[src/rtl/adder_arbiter.sv]
// Round-robin arbiter/sequencer sharing one registered adder between N_REQ requesters.
// Define ADDER_ARBITER_FIXED_PRIO_EN for fixed lowest-index-wins priority instead of round-robin.
module adder_arbiter #(
    parameter int unsigned N_REQ = 4,
    parameter int unsigned WIDTH = 4
) (
    input  logic                   Clk,
    input  logic                   Reset,
    input  logic [N_REQ-1:0]       Req,
    input  logic [N_REQ*WIDTH-1:0] Op_A,
    input  logic [N_REQ*WIDTH-1:0] Op_B,
    output logic [N_REQ-1:0]       Gnt,
    output logic [N_REQ-1:0]       Done,
    output logic [WIDTH-1:0]       Res_Sum,
    output logic                   Res_Overflow,
    output logic                   Busy,
    output logic [WIDTH-1:0]       Add_A,
    output logic [WIDTH-1:0]       Add_B,
    output logic                   Add_En,
    input  logic [WIDTH-1:0]       Add_Sum,
    input  logic                   Add_Overflow
);

    localparam int unsigned PTR_W = (N_REQ > 1) ? $clog2(N_REQ) : 1;

    typedef enum logic [1:0] {
        S_IDLE,
        S_ISSUE,
        S_CAPTURE,
        S_DONE
    } state_e;

    state_e             state_q, state_d;
    logic [N_REQ-1:0]   gnt_q, gnt_d;
    logic [N_REQ-1:0]   done_q, done_d;
    logic [WIDTH-1:0]   add_a_q, add_a_d;
    logic [WIDTH-1:0]   add_b_q, add_b_d;
    logic               add_en_q, add_en_d;
    logic [WIDTH-1:0]   res_sum_q, res_sum_d;
    logic               res_ovf_q, res_ovf_d;
    logic               busy_q, busy_d;
    logic [PTR_W-1:0]   ptr_q, ptr_d;
    logic [PTR_W-1:0]   gidx_q, gidx_d;

    logic               sel_valid;
    logic [PTR_W-1:0]   sel_idx;
    logic [PTR_W-1:0]   cand;
    logic [WIDTH-1:0]   op_a_arr [N_REQ];
    logic [WIDTH-1:0]   op_b_arr [N_REQ];

    // Unpack the flat operand buses per requester.
    for (genvar i = 0; i < int'(N_REQ); i++) begin : g_unpack
        assign op_a_arr[i] = Op_A[i*WIDTH +: WIDTH];
        assign op_b_arr[i] = Op_B[i*WIDTH +: WIDTH];
    end

    // First set request searching upward from the pointer, wrapping at N_REQ-1.
    always_comb begin
        sel_valid = 1'b0;
        sel_idx   = '0;
        cand      = '0;
        for (int unsigned k = 0; k < N_REQ; k++) begin
            cand = PTR_W'((32'(ptr_q) + k) % N_REQ);
            if (!sel_valid && Req[cand]) begin
                sel_valid = 1'b1;
                sel_idx   = cand;
            end
        end
    end

    always_comb begin
        state_d   = state_q;
        gnt_d     = gnt_q;
        done_d    = '0;
        add_a_d   = add_a_q;
        add_b_d   = add_b_q;
        add_en_d  = 1'b0;
        res_sum_d = res_sum_q;
        res_ovf_d = res_ovf_q;
        ptr_d     = ptr_q;
        gidx_d    = gidx_q;

        case (state_q)
            S_IDLE: begin
                if (sel_valid) begin
                    state_d  = S_ISSUE;
                    gnt_d    = N_REQ'(1) << sel_idx;
                    gidx_d   = sel_idx;
                    add_a_d  = op_a_arr[sel_idx];
                    add_b_d  = op_b_arr[sel_idx];
                    add_en_d = 1'b1;
                end
            end
            S_ISSUE: begin
                state_d = S_CAPTURE;
            end
            S_CAPTURE: begin
                res_sum_d = Add_Sum;
                res_ovf_d = Add_Overflow;
                state_d   = S_DONE;
            end
            S_DONE: begin
                done_d  = N_REQ'(1) << gidx_q;
                gnt_d   = '0;
                state_d = S_IDLE;
`ifdef ADDER_ARBITER_FIXED_PRIO_EN
                ptr_d   = '0;
`else
                ptr_d   = (32'(gidx_q) == N_REQ - 1) ? '0 : gidx_q + PTR_W'(1);
`endif
            end
            default: begin
                state_d = S_IDLE;
                gnt_d   = '0;
            end
        endcase

        busy_d = (state_d != S_IDLE);
    end

    always_ff @(posedge Clk) begin
        if (Reset) begin
            state_q   <= S_IDLE;
            gnt_q     <= '0;
            done_q    <= '0;
            add_a_q   <= '0;
            add_b_q   <= '0;
            add_en_q  <= 1'b0;
            res_sum_q <= '0;
            res_ovf_q <= 1'b0;
            busy_q    <= 1'b0;
            ptr_q     <= '0;
            gidx_q    <= '0;
        end else begin
            state_q   <= state_d;
            gnt_q     <= gnt_d;
            done_q    <= done_d;
            add_a_q   <= add_a_d;
            add_b_q   <= add_b_d;
            add_en_q  <= add_en_d;
            res_sum_q <= res_sum_d;
            res_ovf_q <= res_ovf_d;
            busy_q    <= busy_d;
            ptr_q     <= ptr_d;
            gidx_q    <= gidx_d;
        end
    end

    assign Gnt          = gnt_q;
    assign Done         = done_q;
    assign Res_Sum      = res_sum_q;
    assign Res_Overflow = res_ovf_q;
    assign Busy         = busy_q;
    assign Add_A        = add_a_q;
    assign Add_B        = add_b_q;
    assign Add_En       = add_en_q;

endmodule
[config.mk]
export PLATFORM = sky130hd
export DESIGN_NAME = adder_arbiter
export DESIGN_NICKNAME = d
export VERILOG_FILES = /design/src/rtl/adder_arbiter.sv
export SDC_FILE = /design/constraint.sdc
export NUM_CORES = 1
export LEC_CHECK = 0
export CORE_MARGIN = 1.5
export CORE_UTILIZATION = 41
export DETAILED_ROUTE_END_ITERATION = 12
export HOLD_SLACK_MARGIN = 0.12
export PLACE_DENSITY = 0.81
export SETUP_SLACK_MARGIN = 0.1
export SYNTH_ARGS = -nofsm -noshare
export SYNTH_HDL_FRONTEND = slang
export SYNTH_SLANG_ARGS = --single-unit
[constraint.sdc]
create_clock -name Clk -period 2.55 [get_ports Clk]
set_clock_uncertainty 0.15 [all_clocks]
set_input_delay 0.3825 -clock Clk [delete_from_list [all_inputs] [get_ports Clk]]
set_output_delay 0.3825 -clock Clk [all_outputs]
set_load 0.02 [all_outputs]
# [Word-level counts from Yosys, hierarchy flattened]
# Cells that the tools add are included.
[totals] ff_bits=29 out_inout_bits=23 elab_cells=71
[classes] add_sub_neg=4 n_lt_le_gt_ge=5 n_eq_ne=5 shifts=2 mux=28 bitwise=3 n_reduce_logical=13
[op_table] operator="4-bit two-way mux" n=5
[op_table] operator="4-bit binary-select mux with 2-bit select" n=2
[op_table] operator="2-bit by 3-bit < comparator with 1-bit output (second input constant)" n=4
[op_table] operator="2-bit two-way mux" n=6
[op_table] operator="1-bit two-way mux" n=9
[op_table] operator="1-bit binary-select mux with 2-bit select" n=4
[op_table] operator="2-bit one-hot mux with 4 select lines" n=1
[op_table] operator="4-bit one-hot mux with 2 select lines" n=1
[op_table] operator="1-bit by 2-bit left shift with 4-bit output (first input constant)" n=2
[op_table] operator="2-bit equality test (second input constant)" n=3
[op_table] operator="2-bit by 1-bit adder with 2-bit output (second input constant)" n=2
[op_table] operator="2-bit adder (second input constant)" n=2
[op_table] operator="2-bit AND reduction" n=2
[op_table] operator="2-bit nonzero test" n=2
[op_table] operator="2-bit OR reduction" n=2
[op_table] operator="3-bit >= comparator (second input constant)" n=1
[op_table] operator="1-bit logical AND" n=3
[op_table] operator="1-bit zero test" n=3
[op_table] operator="2-bit inverter with 3-bit output" n=1
[op_table] operator="2-bit by 1-bit equality test with 1-bit output (second input constant)" n=1
[op_table] operator="2-bit zero test" n=1
[op_table] operator="2-bit != test (second input constant)" n=1
[op_table] operator="1-bit inverter" n=2

# [Depth between registers and ports, before layout]
# Gate-level depths: netlist of run 1.
[logic_depth] ltp_word=16 ltp_mapped=8 depth_no_buf=6

# [Least setup slack after synthesis of run 1]
# Ideal clock, no wire load.
[synth_timing] path_kind="input to register" from="input Req[0]" to="register gnt_q[2], in the netlist Gnt[2]" setup_ns=0.128 arrival_ns=1.734 path_slack_ns=0.538 stages=7 n_path_buf=2 cell_sequence="or4_1 -> and2_1 -> buf_2 -> o221a_2 -> buf_6 -> a32oi_1 -> nor2_1"
[synth_between] elab_chain_len=15 word_cells_on_any_way=27 cone_classes="1 x eq/ne; 1 x shift; 18 x mux; 7 x reduce/logical"
[synth_rtl] item="start, declared" line="9" rtl="input logic [N_REQ-1:0] Req,"
[synth_rtl] item="1-bit binary-select mux with 2-bit select" line="64" rtl="if (!sel_valid && Req[cand]) begin"
[synth_rtl] item="1-bit two-way mux (not written as such)" line="64"
[synth_rtl] item="1-bit two-way mux" line="64"
[synth_rtl] item="1-bit zero test" line="64"
[synth_rtl] item="1-bit logical AND" line="64"
[synth_rtl] item="1-bit two-way mux" line="64"
[synth_rtl] item="1-bit zero test" line="64"
[synth_rtl] item="1-bit logical AND" line="64"
[synth_rtl] item="1-bit two-way mux" line="64"
[synth_rtl] item="1-bit zero test" line="64"
[synth_rtl] item="1-bit logical AND" line="64"
[synth_rtl] item="2-bit two-way mux" line="64"
[synth_rtl] item="1-bit by 2-bit left shift with 4-bit output" line="87" rtl="gnt_d = N_REQ'(1) << sel_idx;"
[synth_rtl] item="4-bit two-way mux" line="85" rtl="if (sel_valid) begin"
[synth_rtl] item="4-bit one-hot mux with 2 select lines" line="83" rtl="case (state_q)"
[synth_rtl] item="end signal, assigned" line="136" rtl="gnt_q <= gnt_d;"
[synth_rtl] item="end, declared" line="34" rtl="logic [N_REQ-1:0] gnt_q, gnt_d;"
# Several ways; a longest one is shown, not always the timed one. The select of a mux whose other input is x is not followed.
# A chain may end at the register's enable or synchronous reset.

# [Final worst setup path of run 1]
[layout_timing] from="register ptr_q[1]" to="register add_b_q[3], in the netlist Add_B[3]"
[layout_between] elab_chain_len=16 word_cells_on_any_way=30 cone_classes="3 x add/sub; 19 x mux; 1 x bitwise; 7 x reduce/logical"
[layout_rtl] item="start, declared" line="42" rtl="logic [PTR_W-1:0] ptr_q, ptr_d;"
[layout_rtl] item="start signal, assigned" line="144" rtl="ptr_q <= ptr_d;"
[layout_rtl] item="parallel branches: the longest is 16 deep, another holds 2-bit by 1-bit adder with 2-bit output"
[layout_rtl] item="end signal, assigned" line="127" rtl="add_b_q <= '0;"
[layout_rtl] item="end signal, assigned" line="139" rtl="add_b_q <= add_b_d;"
[layout_rtl] item="end, declared" line="37" rtl="logic [WIDTH-1:0] add_b_q, add_b_d;"
# Parallel ways; which one is timed is not known. The select of a mux whose other input is x is not followed.

==> metrics.yaml, run 1 <==
worst_setup_path:
  critical_path_arrival_ns: 2.28
  end_kind: "flip-flop"
  worst-setup-path-type: "flip-flop to flip-flop"
  worst_path_largest_cell_delay_ns: 0.49
  worst_setup_path_start_kind: "flip-flop"
  path_max_fanout: 16
  cp_slowest_cell: "sky130_fd_sc_hd__a2111oi_0"
  crit_path_cell_chain: "mux2i_1, nor2_2, or3_1, buf_12, a2111oi_0, a211oi_1"
  required_ns: 2.60
power_and_ir_drop:
  power.share.sequential_pct: 33.6
  power.share.switching_pct: 33.1
  p_sw_uw: 603
  comb_power_share_pct: 40.8
  power.share.clock_pct: 25.6
  vdd.ir_drop.worst_uv: 443
  pwr_density_cell_nw_per_um2: 805
  power.internal_mw: 1.22
  cellLeakagePower_nw: 0.852
global_route:
  grt_first_pass_wirelength_mm: 6.59
  antenna_found_initial: 0
  grt_use_met1_pct: 24.6
  met2_track_utilization_from_global_routing_pct: 34.9
  grt_start_max_net_pins: 18
  grt_overflow: 0
  grt_util_all_layers_pct: 21.2
  met3_usage_grt_pct: 8.11
  number_of_global_route_vias_before_repair: 1421
  most_congested_layer_reported_by_global_routing: "met2"
logic_synthesis:
  synth.lib_cells_used.distinct: 33
  ys_async_sr_fraction_pct: 0
  synth_flop_cell: "sky130_fd_sc_hd__dfxtp_1"
  synth_edf_count: 0
  mappedNetlistNets: 193
  netlist_area_before_placement_um2: 1460
  yosysSeqAreaShare_pct: 39.7
  synth_area_per_cell_um2: 10.1
  yosys_register_bits: 29
  synthCells: 145
  ys_warn_count: 0
finish:
  layout-drive-gt1-share_pct: 11.1
  final_common_cell: "sky130_fd_sc_hd__clkdlybuf4s50_1"
  layout_common_cells: "sky130_fd_sc_hd__clkdlybuf4s50_1 (65), sky130_fd_sc_hd__dfxtp_1 (29), sky130_fd_sc_hd__mux2i_1 (15)"
  fill_cells: 263
  syn2layout_area_growth_pct: 54.9
  diodes: 0
  multi_input_comb_area_um2: 785
  ff_latch_area_um2: 581
  finalNetCount: 263
  layoutNonFillerInstCount: 262
timing:
  worst-slew-pin-transition_ns: 0.588
  hold_viol_final: 0
  finalSetupTns_ns: 0
  slew_headroom_pct: 60.7
  finalCriticalPeriod_ns: 2.23
  setup_viol: 0
  rsz0062_at_grt: "false"
  final-max-slew-violation-count: 0
  period_share_pct: 87.5
  fmax_mhz: 448
floorplan:
  initial_core_util_pct: 43.1
  chipHeight_um: 62.7
  die_area_um2: 3930
  num_rows: 21
  floorplan.core_area_um2: 3390
  ios: 66
  die_w_um: 62.7
clock_network:
  root_buffer: "sky130_fd_sc_hd__clkbuf_4"
  tritoncts: "yes"
  insertion_delay_ns: 0.33
  cts_sink_cnt: 29
  cts_inserted_buffers: 5
  max_clock_buf_depth: 2
  cts.repair_timing.setup_buffer_count: 0
  htree_levels: 2
  hold_bufs_at_cts: 0
  clock_pin_slew_reported_for_the_worst_setup_and_hold_paths_after_clock_tree_synthesis_ns: 0.09
  ctsResizeCount: 0
drt:
  routedWlPerCell_um: 15.2
  drt-initial-drc-count: 121
  route.detailed.vias_per_inst: 5.44
  vias: 1425
  ant_nets: 0
  drt_pass1_iterations: 4
  routed_wirelength_mm: 3.99
  route.detailed.drc: 0
place:
  hpwl_detailed_mm: 2.91
  numPlacedInstances: 254
  globalplace.congestion: 0.812
  number_of_port_buffers: 65
min_path:
  timing.hold.worst.class: "flip-flop to flip-flop"
flow_run:
  maxCapViolations: 0
status:
  run_status: "finished clean"
[cells in the mapped netlist, types with 2 or more instances]
library cell | n | area share [%]
sky130_fd_sc_hd__o21bai_1 | 8 | 4.1
sky130_fd_sc_hd__inv_1 | 4 | 1.0
sky130_fd_sc_hd__o21a_1 | 2 | 1.0
sky130_fd_sc_hd__a21oi_1 | 7 | 2.4
sky130_fd_sc_hd__nand2_1 | 6 | 1.5
sky130_fd_sc_hd__buf_2 | 2 | 0.68
sky130_fd_sc_hd__a2111oi_0 | 7 | 4.2
sky130_fd_sc_hd__clkbuf_1 | 2 | 0.51
sky130_fd_sc_hd__nor2_1 | 13 | 3.3
sky130_fd_sc_hd__buf_6 | 5 | 3.9
sky130_fd_sc_hd__nor3_1 | 2 | 0.68
sky130_fd_sc_hd__or4_1 | 3 | 1.5
sky130_fd_sc_hd__ha_1 | 5 | 4.3
sky130_fd_sc_hd__mux2i_1 | 15 | 10
sky130_fd_sc_hd__nor2_2 | 2 | 0.86
sky130_fd_sc_hd__dfxtp_1 | 29 | 40
sky130_fd_sc_hd__a211oi_1 | 8 | 4.1
sky130_fd_sc_hd__a32oi_1 | 2 | 1.2
sky130_fd_sc_hd__nor4b_1 | 9 | 5.4
[flip-flops by register name, summed over array words and instances, names as in the netlist]
| name | count |
|---|---|
| Add_A | 4 |
| Add_B | 4 |
| Done | 4 |
| Gnt | 4 |
| Res_Sum | 4 |
| gidx_q | 2 |
| ptr_q | 2 |
| state_q | 2 |
| Add_En | 1 |
| Busy | 1 |
| Res_Overflow | 1 |
[final timing paths]
check                   startpoint                     to  slack (ns)  depth (start not counted)
max          ptr_q[1]$_SDFFE_PP0P_  Add_B[3]$_SDFFE_PP0P_        0.32                          6
min            Gnt[1]$_SDFFE_PP0P_    Gnt[1]$_SDFFE_PP0P_        0.35                          2
max reg2reg  ptr_q[1]$_SDFFE_PP0P_  Add_B[3]$_SDFFE_PP0P_        0.32                          6
min reg2reg    Gnt[1]$_SDFFE_PP0P_    Gnt[1]$_SDFFE_PP0P_        0.35                          2
[power groups by stage]
stage | Clock (mW) | Sequential, mW | Combinational (mW)
floorplan | 0 | 0.703 | 0.339
global placement | 0 | 0.615 | 0.717
detailed placement | 0 | 0.621 | 0.739
CTS | 0.477 | 0.611 | 0.742
global route | 0.494 | 0.624 | 0.796
finish | 0.466 | 0.612 | 0.744
[area by class of cell]
cell class / count / area share [%]
Multi-Input combinational cell: 102 / 34.7
Clock buffer: 5 / 1.66
Tap cell: 46 / 2.54
Timing Repair Buffer: 73 / 32.0
Sequential cell: 29 / 25.6
Inverter: 4 / 0.663
Clock inverter: 3 / 2.87
[logic make-up after synthesis]
logic type | after synthesis | share of synthesized area (%)
DFF | 29 | 39.7
AOI/OAI and AO/OA | 39 | 21.8
buffers and inverters | 14 | 6.59
and+or+nand+nor | 43 | 17.3
adders and majority gates | 5 | 4.28
muxes | 15 | 10.3
[critical path, delay by kind of cell, from the launching register on]
family          cells  cell delay (ns)
compound gates      2             0.57
buf+inv             1             0.18
flops               1             0.47
mux                 1             0.27
simple gates        2             0.45
[routing by layer]
| metal | vias up | wire length [um] | part of all wire (%) |
|---|---|---|---|
| met5 | - | 0 | 0 |
| met4 | 0 | 71 | 1.8 |
| met3 | 9 | 377 | 9.5 |
| met2 | 81 | 1810 | 45 |
| met1 | 644 | 1730 | 43 |
| li1 | 691 | - | - |
[per-stage QoR]
| stage | power (mW) | hold slack (ns) | setup WS (ns) | utilization [%] | cell area (um2) |
|---|---|---|---|---|---|
| 3_3_place_gp | 1.33 | 0.312 | 0.0730 | 63.8 | 2160 |
| 6_report | 1.82 | 0.350 | 0.319 | 66.8 | 2260 |
| 3_5_place_dp | 1.36 | 0.327 | -0.0417 | 63.8 | 2160 |
| 5_1_grt | 1.91 | 0.363 | 0.101 | 66.8 | 2260 |
| 2_1_floorplan | 1.04 | 0.319 | 0.538 | - | 1460 |
| 4_1_cts | 1.83 | 0.341 | 0.307 | 66.8 | 2260 |
Power figures use the tool's default switching activity.
==> inputs of run 2 (changes only) <==
--- a/config.mk
+++ b/config.mk
@@ -7,2 +7,3 @@
 export LEC_CHECK = 0
+export CORE_ASPECT_RATIO = 0.9
 export CORE_MARGIN = 1.5
==> constraint.sdc (replaced) <==
create_clock -name Clk -period 2.55 [get_ports Clk]
set_clock_uncertainty 0.15 [all_clocks]
set_input_delay 0.51 -clock Clk [delete_from_list [all_inputs] [get_ports Clk]]
set_output_delay 0.51 -clock Clk [all_outputs]
set_load 0.02 [all_outputs]
==> run 2 against run 1 <==
  * Sequential power barely moved
  * Routed wire length grew 6.0%
  * First-iteration DRC count fell by 54%
  * Cell count up 1.9%
  * Utilization up 2.5 points
  * Total power up 8.5%
  * Sequential share of layout area is 1.0 points lower
  * Sequential cell count did not move
  * Maximum frequency decreased by 5.8%
  * Clock-buffer cell count stayed put
  * Global-route usage increased by 2.1 points
  * Register-to-register slack improved by 0.12 ns
  * Largest cell class unchanged
  * Highest routed layer unchanged
==> metrics.yaml, run 2 (same netlist as run 1, synthesis figures left out) <==
worst_setup_path:
  required_ns: 2.58  # -0.02 ns
  worst_setup_path_start_kind: "primary input"
  timing.rr.start: "ptr_q[1]$_SDFFE_PP0P_"
  reg2reg_setup_slack_ns: 0.44  # +0.12 ns
  worst-setup-path-type: "primary input to flip-flop"
  timing.reg2reg.worst_path_depth: 5  # -1
  worst_r2r_endpoint: "Add_A[0]$_SDFFE_PP0P_"
  path_max_fanout: 6  # -10
  critical_path_arrival_ns: 2.40  # +0.12 ns
  end_kind: "flip-flop"
power_and_ir_drop:
  vdd.ir_drop.worst_uv: 569  # +28%
  power.share.sequential_pct: 31.0  # -2.6 points
  power.internal_mw: 1.33  # +9.3%
  comb_power_share_pct: 39.8  # -1.0 points
  power.share.clock_pct: 29.2  # +3.6 points
  power.share.switching_pct: 32.5  # -0.55 points
  total_power_mw: 1.98  # +8.5%
  cellLeakagePower_nw: 0.898  # +5.4%
  pwr_density_cell_nw_per_um2: 838  # +4.1%
  p_sw_uw: 643  # +6.7%
global_route:
  grt_start_max_net_pins: 15  # -3
  grt_first_pass_wirelength_mm: 6.84  # +3.9%
  antenna_found_initial: 0  # unchanged
  grt_util_all_layers_pct: 23.3  # +2.1 points
  grt_overflow: 0  # unchanged
  number_of_global_route_vias_before_repair: 1474  # +3.7%
place:
  globalplace.congestion: 0.872  # +7.4%
  number_of_port_buffers: 65  # unchanged
  numPlacedInstances: 259  # +2.0%
  hpwl_detailed_mm: 3.25  # +12%
flow_run:
  maxCapViolations: 0  # unchanged
drt:
  drt_pass1_iterations: 4  # unchanged
  vias: 1448  # +1.6%
  routed_wirelength_mm: 4.23  # +6.0%
  route.detailed.vias_per_inst: 5.42  # -0.29%
  routedWlPerCell_um: 15.8  # +4.0%
  drt-initial-drc-count: 56  # -54%
  ant_nets: 0  # unchanged
  route.detailed.drc: 0  # unchanged
timing:
  finalCriticalPeriod_ns: 2.37  # +0.138 ns
  worst-slew-pin-transition_ns: 0.516  # -0.0722 ns
  period_share_pct: 92.9  # +5.4 points
  setup_viol: 0  # unchanged
  worst_hold_slack_ns: 0.312  # -0.0380 ns
  slew_headroom_pct: 65.1  # +4.5 points
  fmax_mhz: 422  # -5.8%
  hold_viol_final: 0  # unchanged
  rsz0062_at_grt: "false"
  final-max-slew-violation-count: 0  # unchanged
clock_network:
  htree_levels: 2  # unchanged
  cts_inserted_buffers: 5  # unchanged
  cts.repair_timing.setup_buffer_count: 0  # unchanged
  clock_pin_slew_reported_for_the_worst_setup_and_hold_paths_after_clock_tree_synthesis_ns: 0.06  # -0.03 ns
  cts_sink_cnt: 29  # unchanged
  root_buffer: "sky130_fd_sc_hd__clkbuf_8"
  max_clock_buf_depth: 2  # unchanged
  insertion_delay_ns: 0.28  # -0.05 ns
  tritoncts: "yes"
finish:
  finalNetCount: 270  # +2.7%
  layoutNonFillerInstCount: 267  # +1.9%
  syn2layout_area_growth_pct: 61.4
  multi_input_comb_area_um2: 798  # +1.8%
  final_common_cell: "sky130_fd_sc_hd__clkdlybuf4s50_1"
  layout-drive-gt1-share_pct: 14.3  # +3.2 points
  layout_common_cells: "sky130_fd_sc_hd__clkdlybuf4s50_1 (65), sky130_fd_sc_hd__dfxtp_1 (29), sky130_fd_sc_hd__mux2i_1 (15)"
  diodes: 0  # unchanged
  fill_cells: 272  # +3.4%
  ff_latch_area_um2: 581  # unchanged
status:
  run_status: "finished clean"
floorplan:
  initial_core_util_pct: 42.9  # -0.17 points
  die_area_um2: 3930  # about the same
  die_w_um: 65.9  # +5.2%
  num_rows: 20  # -4.8%
  ios: 66  # unchanged
  chipHeight_um: 59.6  # -4.9%
  floorplan.core_area_um2: 3400  # +0.41%
min_path:
  timing.hold.worst.class: "flip-flop to flip-flop"
  hp-start: "Gnt[0]$_SDFFE_PP0P_"
  worst_hold_path.endpoint: "Gnt[0]$_SDFFE_PP0P_"
  worstHoldPathCells: 2  # unchanged
-- run 2: cell count changes in the layout (fill, tap and decap cells not counted), moves of 5 or more --
cell	delta
sky130_fd_sc_hd__clkbuf_4	-5
sky130_fd_sc_hd__a2111oi_1	+7
sky130_fd_sc_hd__buf_4	+7
sky130_fd_sc_hd__a2111oi_0	-7
sky130_fd_sc_hd__clkbuf_8	+5
-- run 2: how the worst max path moves through the flow --
| stage | slack, ns | start | endpoint | depth (start not counted) |
|---|---|---|---|---|
| after floorplan | 0.41 | Req[0] | Gnt[2]$_SDFFE_PP0P_ | 7 |
| after global placement | -0.07 | Req[0] | Add_A[1]$_SDFFE_PP0P_ | 7 |
| after detailed placement | -0.24 | Req[0] | Add_A[0]$_SDFFE_PP0P_ | 6 |
| after CTS | 0.11 | Req[0] | Add_B[3]$_SDFFE_PP0P_ | 6 |
| after global routing | 0.11 | Req[0] | Add_B[2]$_SDFFE_PP0P_ | 6 |
| final | 0.18 | Req[0] | Add_B[2]$_SDFFE_PP0P_ | 6 |
-- run 2: power groups by stage --
stage	clock network, mW	logic (mW)	registers (mW)
floorplan	0	0.339	0.703
global placement	0	0.744	0.614
detailed placement	0	0.767	0.618
CTS	0.582	0.773	0.611
finish	0.577	0.786	0.612
global route	0.601	0.842	0.620
-- run 2: critical path: stages --
cell and delay (ns):
sky130_fd_sc_hd__clkdlybuf4s50_1 0.48, sky130_fd_sc_hd__or4_1 0.61, sky130_fd_sc_hd__and2_1 0.22, sky130_fd_sc_hd__o221a_2 0.19, sky130_fd_sc_hd__buf_12 0.15, sky130_fd_sc_hd__a211oi_1 0.23
-- run 2: metal layers --
metal / vias up / global-route usage [%] / share of wire, %
li1: 700 / - / -
met1: 686 / 27.8 / 41
met2: 53 / 41.1 / 51
met3: 9 / 4.56 / 5.2
met4: 0 / 9.62 / 2.0
met5: - / 0 / 0
-- run 2: area by class of cell --
cell class	instances	area share (%)
Timing Repair Buffer	80	32.9
Multi-Input combinational cell	102	33.8
Inverter	4	0.637
Sequential cell	29	24.6
Clock buffer	5	2.92
Clock inverter	3	2.76
Tap cell	44	2.33
-- run 2: repair_timing --
item | CTS | global route
resized for setup | 1 | 7
hold buffers | 0 | 0
hold endpoints to repair | 0 | 0
endpoints found under the setup margin | 1 | 8
-- run 2: through the flow --
step | setup TNS [ns] | setup WS (ns) | cell area [um2] | util (%)
6_report | 0 | 0.182 | 2360 | 69.3
5_1_grt | 0 | 0.114 | 2360 | 69.3
3_5_place_dp | -1.06 | -0.244 | 2210 | 65.0
2_1_floorplan | 0 | 0.411 | 1460 | -
4_1_cts | 0 | 0.111 | 2350 | 68.9
3_3_place_gp | -0.131 | -0.0693 | 2210 | 65.0
